$ cat config.mk
export PLATFORM = sky130hd
export DESIGN_NAME = serial_byte_loader_flat
export DESIGN_NICKNAME = d
export VERILOG_FILES = /design/src/rtl/serial_byte_loader_pkg.sv /design/src/rtl/serial_byte_loader_if.sv /design/src/rtl/serial_byte_loader_sipo.sv /design/src/rtl/serial_byte_loader.sv /design/src/flat_wrapper.sv
export SDC_FILE = /design/constraint.sdc
export NUM_CORES = 1
export LEC_CHECK = 0
export CORE_ASPECT_RATIO = 0.6
export CORE_MARGIN = 5
export CORE_UTILIZATION = 56
export CTS_CLUSTER_SIZE = 30
export DETAILED_ROUTE_END_ITERATION = 8
export GPL_TIMING_DRIVEN = 1
export PLACE_DENSITY = 0.93
export REMOVE_ABC_BUFFERS = 1
export SLEW_MARGIN = 20
export SYNTH_ARGS = -nofsm -noshare
export SYNTH_HDL_FRONTEND = slang
export SYNTH_HIERARCHICAL = 1
export SYNTH_SLANG_ARGS = --single-unit
$ cat constraint.sdc
create_clock -name i_clk -period 5.35 [get_ports i_clk]
set_input_delay 1.07 -clock i_clk [delete_from_list [all_inputs] [get_ports i_clk]]
set_output_delay 1.07 -clock i_clk [all_outputs]
set_load 0.02 [all_outputs]
$ cat src/rtl/serial_byte_loader_pkg.sv
// Shared types and constants for the serial byte loader.
// Holds the FSM state encoding, the default word width and a parity helper.
package serial_byte_loader_pkg;

  localparam int DEFAULT_WIDTH = 8;

  typedef enum logic [1:0] {
    ST_IDLE   = 2'd0,
    ST_SHIFT  = 2'd1,
    ST_PARITY = 2'd2,
    ST_LOAD   = 2'd3
  } state_e;

  // A frame passes when the XOR over data and parity bit equals the chosen sense.
  function automatic logic parity_ok(input logic xor_all, input logic odd);
    return xor_all == odd;
  endfunction

endpackage

$ cat src/rtl/serial_byte_loader_if.sv
// Serial-stream and register-load bus of the serial byte loader.
// slave is the loader itself; master is whatever feeds the stream and watches the load.
interface serial_byte_loader_if
  import serial_byte_loader_pkg::*;
#(
  parameter int WIDTH = DEFAULT_WIDTH
);

  logic             start;
  logic             ser_valid;
  logic             ser_in;
  logic             abort;
  logic [WIDTH-1:0] data;
  logic             select;
  logic             busy;
  logic             parity_err;
  logic [7:0]       word_cnt;

  modport master (
    output start, ser_valid, ser_in, abort,
    input  data, select, busy, parity_err, word_cnt
  );

  modport slave (
    input  start, ser_valid, ser_in, abort,
    output data, select, busy, parity_err, word_cnt
  );

endinterface

$ cat src/rtl/serial_byte_loader_sipo.sv
// Serial-in/parallel-out shift register with clear and fixed shift direction.
// o_q_next exposes the value the register takes on the coming edge.
module sipo_shift_reg #(
  parameter int WIDTH     = 8,
  parameter bit LSB_FIRST = 1'b1
) (
  input  logic             i_clk,
  input  logic             i_rst_n,
  input  logic             i_clear,
  input  logic             i_shift_en,
  input  logic             i_ser_in,
  output logic [WIDTH-1:0] o_q,
  output logic [WIDTH-1:0] o_q_next
);

  logic [WIDTH-1:0] r_q;
  logic [WIDTH-1:0] w_shifted;

  // LSB-first streams enter at the MSB so the first bit ends up in bit 0.
  generate
    if (LSB_FIRST) begin : g_lsb_first
      assign w_shifted = {i_ser_in, r_q[WIDTH-1:1]};
    end else begin : g_msb_first
      assign w_shifted = {r_q[WIDTH-2:0], i_ser_in};
    end
  endgenerate

  always_comb begin
    o_q_next = r_q;
    if (i_clear) begin
      o_q_next = '0;
    end else if (i_shift_en) begin
      o_q_next = w_shifted;
    end
  end

  always_ff @(posedge i_clk or negedge i_rst_n) begin
    if (!i_rst_n) begin
      r_q <= '0;
    end else begin
      r_q <= o_q_next;
    end
  end

  assign o_q = r_q;

endmodule

$ cat src/rtl/serial_byte_loader.sv
// Assembles a serial frame (optional parity) into a word and strobes it into
// the downstream load-enable register for one cycle.
module serial_byte_loader
  import serial_byte_loader_pkg::*;
#(
  parameter int WIDTH      = DEFAULT_WIDTH,
  parameter bit LSB_FIRST  = 1'b1,
  parameter bit PARITY_EN  = 1'b1,
  parameter bit ODD_PARITY = 1'b0
) (
  input  logic                 i_clk,
  input  logic                 i_reset,
  serial_byte_loader_if.slave  bus
);

  localparam int CNT_W = $clog2(WIDTH + 1);

  state_e           r_state;
  state_e           w_state_next;
  logic [CNT_W-1:0] r_bit_cnt;
  logic [WIDTH-1:0] r_data;
  logic             r_select;
  logic             r_busy;
  logic             r_parity_err;
  logic [7:0]       r_word_cnt;

  logic             w_clear;
  logic             w_shift_en;
  logic             w_perr_set;
  logic             w_perr_clr;
  logic             w_load;
  logic             w_last;
  logic [WIDTH-1:0] w_q;
  logic [WIDTH-1:0] w_q_next;

  sipo_shift_reg #(
    .WIDTH     (WIDTH),
    .LSB_FIRST (LSB_FIRST)
  ) u_sipo (
    .i_clk      (i_clk),
    .i_rst_n    (i_reset),
    .i_clear    (w_clear),
    .i_shift_en (w_shift_en),
    .i_ser_in   (bus.ser_in),
    .o_q        (w_q),
    .o_q_next   (w_q_next)
  );

  assign w_last = (r_bit_cnt == CNT_W'(WIDTH - 1));
  assign w_load = (w_state_next == ST_LOAD);

  // abort is tested first everywhere so it beats start and ser_valid.
  always_comb begin
    w_state_next = r_state;
    w_clear      = 1'b0;
    w_shift_en   = 1'b0;
    w_perr_set   = 1'b0;
    w_perr_clr   = 1'b0;
    case (r_state)
      ST_IDLE: begin
        if (!bus.abort && bus.start) begin
          w_state_next = ST_SHIFT;
          w_clear      = 1'b1;
          w_perr_clr   = 1'b1;
        end
      end
      ST_SHIFT: begin
        if (bus.abort) begin
          w_state_next = ST_IDLE;
        end else if (bus.ser_valid) begin
          w_shift_en = 1'b1;
          if (w_last) begin
            w_state_next = PARITY_EN ? ST_PARITY : ST_LOAD;
          end
        end
      end
      ST_PARITY: begin
        if (bus.abort) begin
          w_state_next = ST_IDLE;
        end else if (bus.ser_valid) begin
          if (parity_ok((^w_q) ^ bus.ser_in, ODD_PARITY)) begin
            w_state_next = ST_LOAD;
          end else begin
            w_state_next = ST_IDLE;
            w_perr_set   = 1'b1;
          end
        end
      end
      ST_LOAD: begin
        w_state_next = ST_IDLE;
      end
      default: begin
        w_state_next = ST_IDLE;
      end
    endcase
  end

  // Outputs are registered from the next state so data and select appear together.
  always_ff @(posedge i_clk or negedge i_reset) begin
    if (!i_reset) begin
      r_state      <= ST_IDLE;
      r_bit_cnt    <= '0;
      r_data       <= '0;
      r_select     <= 1'b0;
      r_busy       <= 1'b0;
      r_parity_err <= 1'b0;
      r_word_cnt   <= 8'd0;
    end else begin
      r_state  <= w_state_next;
      r_select <= w_load;
      r_busy   <= (w_state_next != ST_IDLE);
      if (w_clear) begin
        r_bit_cnt <= '0;
      end else if (w_shift_en) begin
        r_bit_cnt <= r_bit_cnt + CNT_W'(1);
      end
      if (w_load) begin
        r_data     <= w_q_next;
        r_word_cnt <= r_word_cnt + 8'd1;
      end
      if (w_perr_clr) begin
        r_parity_err <= 1'b0;
      end else if (w_perr_set) begin
        r_parity_err <= 1'b1;
      end
    end
  end

  assign bus.data       = r_data;
  assign bus.select     = r_select;
  assign bus.busy       = r_busy;
  assign bus.parity_err = r_parity_err;
  assign bus.word_cnt   = r_word_cnt;

endmodule

$ cat src/flat_wrapper.sv
// flat-port wrapper written by rule: the top's interface ports become plain ports
module serial_byte_loader_flat import serial_byte_loader_pkg::*;
#(
  parameter int WIDTH      = DEFAULT_WIDTH,
  parameter bit LSB_FIRST  = 1'b1,
  parameter bit PARITY_EN  = 1'b1,
  parameter bit ODD_PARITY = 1'b0
)
  (i_clk, i_reset, bus_start, bus_ser_valid, bus_ser_in, bus_abort, bus_data, bus_select, bus_busy, bus_parity_err, bus_word_cnt);
  serial_byte_loader_if #(.WIDTH(WIDTH)) bus_i ();
  input  logic i_clk;
  input  logic i_reset;
  input wire logic [$bits(bus_i.start)-1:0] bus_start;
  input wire logic [$bits(bus_i.ser_valid)-1:0] bus_ser_valid;
  input wire logic [$bits(bus_i.ser_in)-1:0] bus_ser_in;
  input wire logic [$bits(bus_i.abort)-1:0] bus_abort;
  output wire logic [$bits(bus_i.data)-1:0] bus_data;
  output wire logic [$bits(bus_i.select)-1:0] bus_select;
  output wire logic [$bits(bus_i.busy)-1:0] bus_busy;
  output wire logic [$bits(bus_i.parity_err)-1:0] bus_parity_err;
  output wire logic [$bits(bus_i.word_cnt)-1:0] bus_word_cnt;
  assign bus_i.start = bus_start;
  assign bus_i.ser_valid = bus_ser_valid;
  assign bus_i.ser_in = bus_ser_in;
  assign bus_i.abort = bus_abort;
  assign bus_data = bus_i.data;
  assign bus_select = bus_i.select;
  assign bus_busy = bus_i.busy;
  assign bus_parity_err = bus_i.parity_err;
  assign bus_word_cnt = bus_i.word_cnt;
  serial_byte_loader #(.WIDTH(WIDTH), .LSB_FIRST(LSB_FIRST), .PARITY_EN(PARITY_EN), .ODD_PARITY(ODD_PARITY)) u_core (.i_clk(i_clk), .i_reset(i_reset), .bus(bus_i));
endmodule
==> metrics.md <==
| Metric | Value |
|---|---|
| Global-route wire length before repair | about 5000 um |
| CP max FO | 19 |
| Register area | 826 um^2 |
| WL/cell | between 15 and 20 um |
| DRC viols | 0 |
| # diodes | 0 |
| Worst Path Required | about 5.5 ns |
| Vias in the first global route | 1066 |
| Max Slew Vio Count | 0 |
| Post-route ant nets | 0 |
| Min-delay worst type | flop to flop |
| Largest net degree at the start of global routing | 34 |
| Vias/cell | between 5 and 6 |
| Worst reg2reg path depth | 4 |
| Internal power | about 0.00037 W |
| RR Endpoint | u_core/bus.data[5] |
| Fill cell count | around 180 |
| Post-CTS Hold Buffers | 0 |
| Post-Place Cells | about 170 |
| # port buffers | 24 |
| PD cells | around 260 nW/um^2 |
| Peak VDD IR | about 0.18 mV |
| Finished Layout Cells | 177 |
| Worst-Margin Slew | just under 0.7 ns |
| Worst Hold Launch | u_core/bus.word_cnt[7] |
| Worst setup SP type | primary input |
| Comb pwr share | 0.088 |
| DRT Pass-1 Iters | 4 |
| Initial antenna violation count | 0 |
| Die H | approximately 50 um |
| Area taken by multi-input logic gates | 629 um^2 |
| Core area | around 2500 um^2 |
| Post-CTS Setup Bufs | 0 |
| GRT Overall Usage | 0.176 |
| Setup violations, final | 0 |
| PnR worst setup slack | around 2.4 ns |
| Final Power | around 0.00048 W |
| Yosys warning total | 6 |
| Clock root buffer master | clkbuf_8 |
| # IOs | 25 |
| FP Rows | 14 |
| Switch Pwr | 0.000116 W |
| Clk sinks | 33 |
| Gate count after technology mapping | between 100 and 150 |
| Synthesis-stage register bit count | 33 |
| Via count | slightly below 1000 |
| Max-cap violations | 0 |
| Clk pwr share | 0.368 |
| Clk_lat worst skew | 0.28 ns |
| Htree depth | 2 |
| TritonCTS clock tree | yes |
| Worst reg-to-reg setup slack | between 3 and 4 ns |
| RSZ-0062 raised after global routing | no |
| Clk buf depth | 2 |
| Layout area overhead | 22.8% |
| Fin util | 0.727 |
| Clk slew on worst S/H paths | approximately 0.070 ns |
| Fraction of registers with async set/reset | 1.00 |
| Total leakage power | approximately 0.88 nW |
| Setup TNS | 0 ns |
| Initial Utilization | 0.592 |
| Avg Inst Size Synth | between 10 and 15 um^2 |
| CP Class | primary input to flop |
| Worst Setup End Kind | flop |
| Max Clk Rate | around 340 MHz |
| Power share of the sequential group | 0.544 |
| Routability-driven placement congestion ratio | 0.813 |
| Mapped Area | about 1500 um^2 |
| CTS resizes | 0 |
| Outcome | completed |
| Sequential-to-total area share from yosys stat | 0.553 |
| Final worst clock skew | approximately 0.0040 ns |
| Ys flop type | dfrtp_1 |
| Final Cycle Share | 0.557 |
| Yosys cell types | 31 |
| Critical path data arrival time | between 3 and 4 ns |
| Hold Path End | u_core/bus.word_cnt[7] |
| Gr ovfl total | 0 |
| Die area | roughly 3800 um^2 |
| Final hold violation count | 0 |
| Number of synthesized flops with an enable pin | 0 |
| Cells on Worst Hold Path | 1 |
| Initial DRC Count | 53 |
| Layout cells sized above 1 | 0.159 |
| Die Span X | 76.7 um |
| Place WS | ~2.1 ns |
| Final #Nets | between 150 and 200 |
| Slew HR | 0.538 |
| Net Sw Frac | 0.241 |
| Worst r2r src | u_core/u_sipo/o_q[2] |
| Post-layout min period | approximately 3 ns |
| Final wirelength | 2990 um |
| Detailed-placement wirelength estimate | ~2100 um |
| CTS buffer count | 5 |
-- routing by layer --
layer	global-route usage	up-vias	part of all wire
li1	-	455	-
met1	0.208	489	0.43
met2	0.277	28	0.49
met3	0.0891	7	0.067
met4	0.0669	0	0.013
met5	0	-	0
-- cells by family (layout without fill, tap and decap cells) --
logic type,Yosys count,in the layout,share of synthesized area
AND/OR/NAND/NOR,37,37,0.137
flip-flops,33,33,0.553
AO/OA/AOI/OAI,5,5,0.0235
buffers and inverters,5,35,0.0251
multiplexers,18,18,0.137
adder cells (fa/ha/maj),2,2,0.0168
XOR/XNOR,15,15,0.108
-- sequential cells by signal, indices dropped and copies added, names as in the netlist --
name and flops:
u_core/bus.data 8, u_core/bus.word_cnt 8, u_core/u_sipo/o_q 8, u_core/r_bit_cnt 4, u_core/r_state 2, u_core/bus.busy 1
u_core/bus.parity_err 1, u_core/bus.select 1
-- worst max-delay path, cell delays in order --
cell	delay (ns)
clkdlybuf4s50_1	0.49
xnor2_1	0.15
xnor3_2	0.43
mux2i_4	0.59
mux2_2	0.41
-- worst max-delay path by stage --
stage                     from                      to  slack (ns)  cells after the start
global placement    bus_ser_in      u_core/bus.data[0]        2.14                      5
detailed placement  bus_ser_in      u_core/bus.data[5]        2.06                      5
finish              bus_ser_in      u_core/bus.data[5]        2.37                      5
floorplan           bus_ser_in      u_core/bus.data[0]        2.76                      4
global route        bus_ser_in  u_core/bus.word_cnt[7]        2.29                      6
CTS                 bus_ser_in      u_core/bus.data[5]        2.36                      5
-- placed cells by master, fill, tap and decap left out, types with 2 or more instances in the layout --
cell             instances
nand2_1                  9
nand4_2                  2
ha_1                     2
xor2_1                   4
and3_1                   2
clkinv_2                 2
clkbuf_8                 5
inv_1                    2
xnor2_1                  9
dfrtp_1                 33
nand3_1                  4
nor2_1                  12
mux2_2                   9
clkdlybuf4s50_1         24
mux2i_1                  8
-- layout make-up --
cell class                 instances  share of cell area
clock buffer                       6              0.0396
timing repair buffer              25               0.135
multi-input combinational         77               0.343
clock inverter                     2             0.00546
inverter                           2             0.00410
tap                               32              0.0218
sequential                        33               0.451
-- power groups by stage --
stage | clock, W | sequential [W] | combinational (W)
after floorplan | 0 | 0.000266 | 0.0000240
after global placement | 0 | 0.000265 | 0.0000393
after detailed placement | 0 | 0.000266 | 0.0000419
after CTS | 0.000181 | 0.000262 | 0.0000429
after global routing | 0.000198 | 0.000262 | 0.0000463
final | 0.000177 | 0.000262 | 0.0000423
-- per-stage QoR --
step | cell area, um^2 | hold slack [ns]
2_1_floorplan | 1460 | 0.487
3_3_place_gp | 1750 | 0.461
3_5_place_dp | 1750 | 0.470
4_1_cts | 1830 | 0.479
5_1_grt | 1830 | 0.530
6_report | 1830 | 0.477
-- cell usage after synthesis (2+ instances only) --
library cell  number  share of area
nand3_1            4          0.013
mux2_2             9          0.068
xnor2_1            9          0.053
nor2_1            12          0.030
ha_1               2          0.017
xor2_1             4          0.023
dfrtp_1           33           0.55
mux2i_1            8          0.054
inv_1              2         0.0050
nand2_1            9          0.023
nand4_2            2          0.017
and3_1             2         0.0084
Note: power is estimated with default switching activity, not from simulation.
==> RTL change (same flow settings) <==
`ODD_PARITY` is set to 1'b0 in 2 places; all go to 1'b1.
--- a/src/rtl/serial_byte_loader.sv
+++ b/src/rtl/serial_byte_loader.sv
@@ -6,7 +6,7 @@
   parameter int WIDTH      = DEFAULT_WIDTH,
   parameter bit LSB_FIRST  = 1'b1,
   parameter bit PARITY_EN  = 1'b1,
-  parameter bit ODD_PARITY = 1'b0
+  parameter bit ODD_PARITY = 1'b1
 ) (
   input  logic                 i_clk,
   input  logic                 i_reset,
--- a/src/flat_wrapper.sv
+++ b/src/flat_wrapper.sv
@@ -4,7 +4,7 @@
   parameter int WIDTH      = DEFAULT_WIDTH,
   parameter bit LSB_FIRST  = 1'b1,
   parameter bit PARITY_EN  = 1'b1,
-  parameter bit ODD_PARITY = 1'b0
+  parameter bit ODD_PARITY = 1'b1
 )
   (i_clk, i_reset, bus_start, bus_ser_valid, bus_ser_in, bus_abort, bus_data, bus_select, bus_busy, bus_parity_err, bus_word_cnt);
   serial_byte_loader_if #(.WIDTH(WIDTH)) bus_i ();
Formal check against the unedited RTL: same outputs for any inputs over 10 cycles, from zero or initial values and one cycle with i_reset low; that may be too few to reach the edited logic, so the function may still have changed.
==> RTL change against the unedited design <==
Cell area rose by 3.9%. Power grew 6.7%. Via count rose by 5.0%. Worst setup slack got worse by 0.065 ns. Sequential share of layout area decreased by 1.7 points. Register-to-register slack got worse by 0.18 ns. Largest cell class unchanged. Sequential cell count unchanged. Area after synthesis up 1.9%. Wire length is 6.8% higher.
==> RTL change: results (changes against the unedited design) <==
VDD IR max: 0.2121 mV (+17%)
GRT overflow: 0 (unchanged)
Largest net degree at the start of global routing: 34 (unchanged)
Post-CTS Setup Inserts: 0 (unchanged)
Crit Path Max Fanout: 13 (-6)
Worst EP arrival: 3.21 ns (+0.06 ns)
Fill cells: 152 (-13%)
First-pass GRT wire length: 5402 µm (+7.1%)
Slew HR: 28.44% (-25 points)
Number of global-route vias before repair: 1137 (+6.7%)
Leakage power: 0.9052 nW (+2.4%)
Async set-reset flop share out of synthesis: 100.0% (unchanged)
Sequential area share after synthesis: 54.28% (-1.0 points)
Net Sw Frac: 23.18% (-0.96 points)
Reg-to-Reg Start: u_core/r_state[1]$_DFF_PN0_
Delay of the slowest critical-path stage: 0.91 ns (+0.32 ns)
Hold Startpoint: u_core/bus.word_cnt[7]$_DFFE_PN0N_
Skew final: 0.007210 ns (+0.003221 ns)
Synth cell count leaders: dfrtp_1, nor2_1, mux2_2
Dpl hpwl: 2241 µm (+6.4%)
CTS clock-pin slew for the worst setup and hold paths: 0.06 ns
Initial DRC Count: 53 (unchanged)
Syn_area_per_cell: 13.00 µm² (+0.19%)
Placed cells: 171 (+1.2%)
Drt via density: 5.743 (+3.8%)
RePlAce Congestion: 0.7675 (-5.6%)
CP max-delay cell: nor3b_2
H-Tree Level Count: 2 (unchanged)
Yosys cell types: 32 (+3.2%)
Final nets: 154 (+1.3%)
Initial antenna violation count: 0 (unchanged)
DRT Wirelength: 3194 µm (+6.8%)
Clk_lat worst skew: 0.29 ns
Share of layout cells above drive strength 1: 19.73% (+3.9 points)
Num CTS Buffers: 5 (unchanged)
Synth top area cells: dfrtp_1, mux2_2, mux2i_1
Dpl cell area: 0.001794 mm² (+2.5%)
Post-DR wirelength/cell: 17.84 µm (+5.6%)
Resize count post-CTS: 0 (unchanged)
Crit. Startpoint: bus_abort
YS warnings: 6 (unchanged)
Status: finished, final reports clean
IO Port Bufs: 24 (unchanged)
Min-delay worst type: reg2reg
Overall Global Routing Usage: 18.40% (+0.77 points)
==> RTL change: changes by cell type after synthesis, sizes merged, moves of 2 or more <==
| cell | delta |
|---|---|
| nand2 | -4 |
| nor3 | +4 |
| xnor2 | -3 |
| xor2 | +3 |
| and3 | -2 |
| nand2b | +2 |
==> RTL change: metrics by stage <==
stage                     util [%]  setup slack (ns)
after floorplan                  -             2.356
after global placement       70.16             2.151
after detailed placement     70.16             2.038
after CTS                    74.12             2.369
after global routing         74.46             2.200
final                        74.46             2.306
==> RTL change: worst max-delay path, delay by kind of cell <==
family | cells | cell delay (ns)
buffers and inverters | 1 | 0.55
muxes | 2 | 0.59
and+or+nand+nor | 2 | 1.00
==> RTL change: path summary, 6_finish.rpt <==
path	to	slack [ns]	depth (start not counted)
setup / recovery	u_core/bus.data[7]$_DFFE_PN0N_	2.31	5
min in group asynchronous	u_core/r_bit_cnt[3]$_DFFE_PN0P_	1.17	2
hold / removal	u_core/bus.word_cnt[7]$_DFFE_PN0N_	0.47	1
max in group asynchronous	u_core/u_sipo/o_q[5]$_DFF_PN0_	3.88	2
setup reg to reg	u_core/bus.data[7]$_DFFE_PN0N_	2.98	5
hold reg to reg	u_core/bus.word_cnt[7]$_DFFE_PN0N_	0.47	1
==> RTL change: cell type report <==
type,count,area (µm²),area share (%)
clock buffer,7,96.34,5.059
clock inverter,1,5.005,0.2628
inverter,3,11.26,0.5913
multi-input combinational,78,678.2,35.61
sequential,33,825.8,43.36
tap,32,40.04,2.102
timing repair buffer,25,247.7,13.01
==> RTL change: routing by layer <==
layer	vias to the layer above	global-route usage, %	part of all wire [%]
met5	-	0	0
met4	0	11.43	3.3
met3	13	6.786	7.2
met2	41	29.47	46
met1	510	21.26	43
li1	464	-	-
==> RTL change: power by group through the flow <==
| stage | combinational [mW] | sequential, mW | clock, mW |
|---|---|---|---|
| global route | 0.0518 | 0.263 | 0.223 |
| CTS | 0.0475 | 0.262 | 0.210 |
| finish | 0.0477 | 0.262 | 0.203 |
| floorplan | 0.0278 | 0.266 | 0 |
| global placement | 0.0453 | 0.266 | 0 |
| detailed placement | 0.0471 | 0.267 | 0 |
==> RTL change: cells by family (layout without fill, tap and decap cells) <==
family | after synthesis | count (layout) | synth area share, %
AOI/OAI and AO/OA | 6 | 6 | 2.714
DFF | 33 | 33 | 54.28
adders and majority gates | 2 | 2 | 1.644
muxes | 19 | 19 | 14.14
and+or+nand+nor | 36 | 36 | 13.65
buffers and inverters | 6 | 36 | 2.467
xor gates and xnor gates | 15 | 15 | 11.10
